[src/rtl/multibyte_add_sequencer_pkg.sv]
// Shared definitions for the byte-serial add/subtract sequencer:
// FSM state encodings, byte width and index-width helper.
package multibyte_add_sequencer_pkg;

    localparam int BYTE_W = 8;

    typedef enum logic [1:0] {
        ST_IDLE = 2'd0,
        ST_RUN  = 2'd1,
        ST_DONE = 2'd2
    } state_t;

    // Byte index counter width; a single-byte operand still needs one bit.
    function automatic int idx_width(input int nbytes);
        return (nbytes > 1) ? $clog2(nbytes) : 1;
    endfunction

endpackage

[src/rtl/eight_bit_full_adder.sv]
// Combinational 8-bit ripple-carry adder shared by the sequencer, one byte
// per clock.
module eight_bit_full_adder (
    input  logic [7:0] x,
    input  logic [7:0] y,
    input  logic       cin,
    output logic [7:0] sum,
    output logic       carry
);

    logic [8:0] c;

    always_comb begin
        sum  = '0;
        c    = '0;
        c[0] = cin;
        for (int i = 0; i < 8; i++) begin
            sum[i]   = x[i] ^ y[i] ^ c[i];
            c[i+1]   = (x[i] & y[i]) | (c[i] & (x[i] ^ y[i]));
        end
        carry = c[8];
    end

endmodule

[src/rtl/multibyte_add_sequencer.sv]
// Adds or subtracts two NBYTES-wide operands through one shared 8-bit adder,
// LSB byte first, chaining the carry between bytes.
module multibyte_add_sequencer
    import multibyte_add_sequencer_pkg::*;
#(
    parameter int NBYTES = 4
) (
    input  logic                       clk,
    input  logic                       rstn,
    input  logic                       start,
    input  logic                       sub,
    input  logic                       cin,
    input  logic [BYTE_W*NBYTES-1:0]   a,
    input  logic [BYTE_W*NBYTES-1:0]   b,
    output logic                       busy,
    output logic                       done,
    output logic [BYTE_W*NBYTES-1:0]   result,
    output logic                       cout
);

    localparam int             W        = BYTE_W * NBYTES;
    localparam int             IW       = idx_width(NBYTES);
    localparam logic [IW-1:0]  LAST_IDX = IW'(NBYTES - 1);

    state_t                state;
    state_t                state_nxt;
    logic [W-1:0]          opa;
    logic [W-1:0]          opb;
    logic [IW-1:0]         idx;
    logic                  carry;
    logic                  accept;
    logic                  last;
    logic [BYTE_W-1:0]     add_x;
    logic [BYTE_W-1:0]     add_y;
    logic [BYTE_W-1:0]     add_sum;
    logic                  add_carry;

    // A new request is taken in IDLE and also in DONE, giving back-to-back operation.
    assign accept = start && (state != ST_RUN);
    assign last   = (idx == LAST_IDX);
    assign add_x  = opa[BYTE_W*idx +: BYTE_W];
    assign add_y  = opb[BYTE_W*idx +: BYTE_W];

    eight_bit_full_adder u_adder (
        .x     (add_x),
        .y     (add_y),
        .cin   (carry),
        .sum   (add_sum),
        .carry (add_carry)
    );

    always_ff @(posedge clk or negedge rstn) begin
        if (!rstn) begin
            state <= ST_IDLE;
        end else begin
            state <= state_nxt;
        end
    end

    always_comb begin
        state_nxt = state;
        busy      = 1'b0;
        done      = 1'b0;
        case (state)
            ST_IDLE: begin
                if (accept) state_nxt = ST_RUN;
            end
            ST_RUN: begin
                busy = 1'b1;
                if (last) state_nxt = ST_DONE;
            end
            ST_DONE: begin
                done      = 1'b1;
                state_nxt = accept ? ST_RUN : ST_IDLE;
            end
            default: state_nxt = ST_IDLE;
        endcase
    end

    // Subtraction is a + ~b + 1, so b is inverted at latch time and the carry seeded with 1.
    always_ff @(posedge clk or negedge rstn) begin
        if (!rstn) begin
            opa    <= '0;
            opb    <= '0;
            idx    <= '0;
            carry  <= 1'b0;
            result <= '0;
            cout   <= 1'b0;
        end else if (accept) begin
            opa    <= a;
            opb    <= sub ? ~b : b;
            carry  <= sub ? 1'b1 : cin;
            idx    <= '0;
            result <= '0;
        end else if (state == ST_RUN) begin
            result[BYTE_W*idx +: BYTE_W] <= add_sum;
            carry                        <= add_carry;
            if (last) begin
                idx  <= '0;
                cout <= add_carry;
            end else begin
                idx  <= idx + 1'b1;
            end
        end
    end

endmodule
[config.mk]
export PLATFORM = sky130hd
export DESIGN_NAME = multibyte_add_sequencer
export DESIGN_NICKNAME = d
export VERILOG_FILES = /design/src/rtl/multibyte_add_sequencer_pkg.sv /design/src/rtl/eight_bit_full_adder.sv /design/src/rtl/multibyte_add_sequencer.sv
export SDC_FILE = /design/constraint.sdc
export NUM_CORES = 1
export LEC_CHECK = 0
export CORE_ASPECT_RATIO = 1.25
export CORE_MARGIN = 1
export CORE_UTILIZATION = 40
export CTS_BUF_LIST = sky130_fd_sc_hd__clkbuf_8
export DETAILED_ROUTE_END_ITERATION = 8
export GPL_ROUTABILITY_DRIVEN = 1
export PLACE_DENSITY = 0.69
export SLEW_MARGIN = 20
export SYNTH_ARGS = -nofsm -noshare
export SYNTH_HDL_FRONTEND = slang
export SYNTH_SLANG_ARGS = --single-unit
[constraint.sdc]
create_clock -name clk -period 7.4 [get_ports clk]
set_clock_uncertainty 0.15 [all_clocks]
set_input_delay 1.11 -clock clk [delete_from_list [all_inputs] [get_ports clk]]
set_output_delay 1.11 -clock clk [all_outputs]
set_load 0.1 [all_outputs]
==> metrics.yaml <==
critical_path:
  critPathArrivalTime_ps: 5000
  critPathMaxStageDelay_ps: 880
  crit_family: "adder cells"
  cp-end-kind: "flop"
  cp-start-kind: "flop"
  cp_common_cell: "fa_1"
  cp_num_buf_inv: 4
  worstSetupPathType: "flop to flop"
  critPathSlowestCell: "dfrtp_1"
  path_max_fanout: 19
  critPathRequiredTime_ps: 7520
  path_cells: "mux4_2, inv_1, fa_1, fa_1, fa_1, fa_1, fa_1, inv_1, fa_1, inv_1, fa_1, inv_1, fa_1, a22o_1"
floorplan:
  core_um2: 11730
  rows: 44
  start_util_pct: 41.28
  die_h_um: 125.0
  boundaryPins: 104
  die-area_um2: 12550
  die_w_um: 100.4
timing:
  fin_setup_tns_ps: 0
  rsz0062_at_grt: "no"
  slew_viol_final: 0
  min_period_over_period_pct: 65.89
  finalSetupViolCount: 0
  max_freq_ghz: 0.2051
  worst_pin_slew_ps: 979.4
  hold_violations: 0
  fin_ws_ps: 2524
  min_period_ps: 4876
  max_slew_margin_pct: 34.50
clock_network:
  clockBufferDepth: 2
  cts.repair.resized: 0
  cts_tree: "yes"
  clk_latency_ps: 380
  h-tree-depth: 3
  numCtsBuffers: 9
  root_buffer: "clkbuf_8"
  clk_pin_slew_ps: 90
  postCtsSetupBuffers: 0
  hold_buffers: 0
  clkSinkCount: 102
synthesis:
  seq_area_frac_synth_pct: 52.73
  synth_ff_type: "dfrtp_1"
  synth_nets: 448
  yosysUniqueCellTypes: 36
  synth_edf_count: 0
  yosysWarnings: 0
  syn_area_per_cell_um2: 13.19
  synth-seq-cells: 102
  syn_area_um2: 4841
  syn_inst: 367
  synth-async-reset-ratio_pct: 100.0
final_layout:
  insertedDiodeCount: 0
  final_common_cell: "dfrtp_1"
  fin_nets: 540
  drive_gt1_share_pct: 15.98
  syn_to_final_growth_pct: 26.23
  layout_common_cells: "102 x dfrtp_1, 101 x clkdlybuf4s50_1, 64 x a21oi_1, 32 x xnor2_1, 28 x mux2_2"
  fin_util_pct: 52.11
grt:
  grt_antenna_before_repair: 0
  grt_max_degree: 69
  grt_pass1_vias: 3398
  grt_overflow_total: 0
  grt_pass1_wl_um: 17680
  track_usage_pct: 18.41
routing:
  post-route-drc-count: 0
  drtIter0Drc: 212
  wl_um: 10670
  vias: 3239
  dr.pass1.iters: 4
  wl_per_cell_um: 17.10
  vias_per_cell: 5.191
  detail-route-antenna-nets: 0
placed_design:
  preCtsSetupSlack_ps: 2542
  dp_hpwl_um: 7734
  gp_congestion: 0.7811
  port_buffers: 103
job:
  cap_violations: 0
hold_path:
  hold_path_class: "flop to flop"
status:
  status: "finished clean"
[flip-flops by register name, summed over array words and instances, names as in the netlist]
name / count
idx: 2
cout: 1
result: 32
opb: 32
carry: 1
state: 2
opa: 32
[layer usage]
| metal | wire, um | GRT usage (%) | vias to the layer above |
|---|---|---|---|
| li1 | - | - | 1492 |
| met1 | 4658 | 24.51 | 1634 |
| met2 | 5357 | 30.10 | 97 |
| met3 | 447 | 3.186 | 16 |
| met4 | 207 | 6.905 | 0 |
| met5 | 0 | 0 | - |
[cell type report]
type                       count  area, um2
timing repair buffer         107       1054
fill                        1012       5615
sequential                   102       2552
clock inverter                 4      16.27
clock buffer                  11      151.4
tap                          161      201.4
inverter                      21      78.83
multi-input combinational    218       2057
[kinds of logic (layout without fill, tap and decap cells)]
kind of cell	count (synthesis)	after routing	share of synthesized area [%]
adder cells (fa/ha/maj)	12	12	4.342
AO/OA/AOI/OAI	101	101	13.16
XOR/XNOR	32	32	5.790
flip-flops	102	102	52.73
buffers and inverters	47	143	4.807
multiplexers	53	53	16.59
AND/OR/NAND/NOR	20	20	2.585
[cells in the mapped netlist, types with 2 or more instances]
cell type / count / area (um2)
fa_1: 8 / 160.2
mux4_2: 16 / 360.4
nor3_1: 2 / 10.01
o21ai_0: 2 / 10.01
or3_1: 3 / 18.77
nand2_1: 4 / 15.01
buf_6: 5 / 56.30
dfrtp_1: 102 / 2552
a21oi_1: 64 / 320.3
mux2_2: 28 / 315.3
a22o_1: 8 / 70.07
clkbuf_1: 7 / 26.28
mux2_4: 5 / 75.07
o31ai_1: 2 / 15.01
mux2i_2: 3 / 41.29
inv_1: 20 / 75.07
ha_1: 4 / 50.05
buf_2: 12 / 60.06
xnor2_1: 32 / 280.3
o2bb2ai_1: 24 / 210.2
[through the flow]
| step | hold WS [ps] | cell area (um2) | cells |
|---|---|---|---|
| detailed placement | 326.2 | 5943 | 609 |
| global placement | 324.8 | 5943 | 609 |
| global route | 361.1 | 6111 | 624 |
| floorplan | 302.6 | 4841 | 367 |
| finish | 349.2 | 6111 | 624 |
| CTS | 348.5 | 6111 | 624 |
[final timing paths]
| check | to | start | depth (start not counted) | slack [ps] |
|---|---|---|---|---|
| max | result[15] | idx[1] | 14 | 2520 |
| min | opa[28] | opa[28] | 1 | 350 |
| max reg2reg | result[15] | idx[1] | 14 | 2520 |
| min reg2reg | opa[28] | opa[28] | 1 | 350 |
| max in group asynchronous | opb[15] | rstn | 2 | 5380 |
| min in group asynchronous | result[30] | rstn | 1 | 520 |
Power is left out: the tool's default activity adds up to more than one toggle a clock period on the data nets, which glitch-free logic cannot reach.
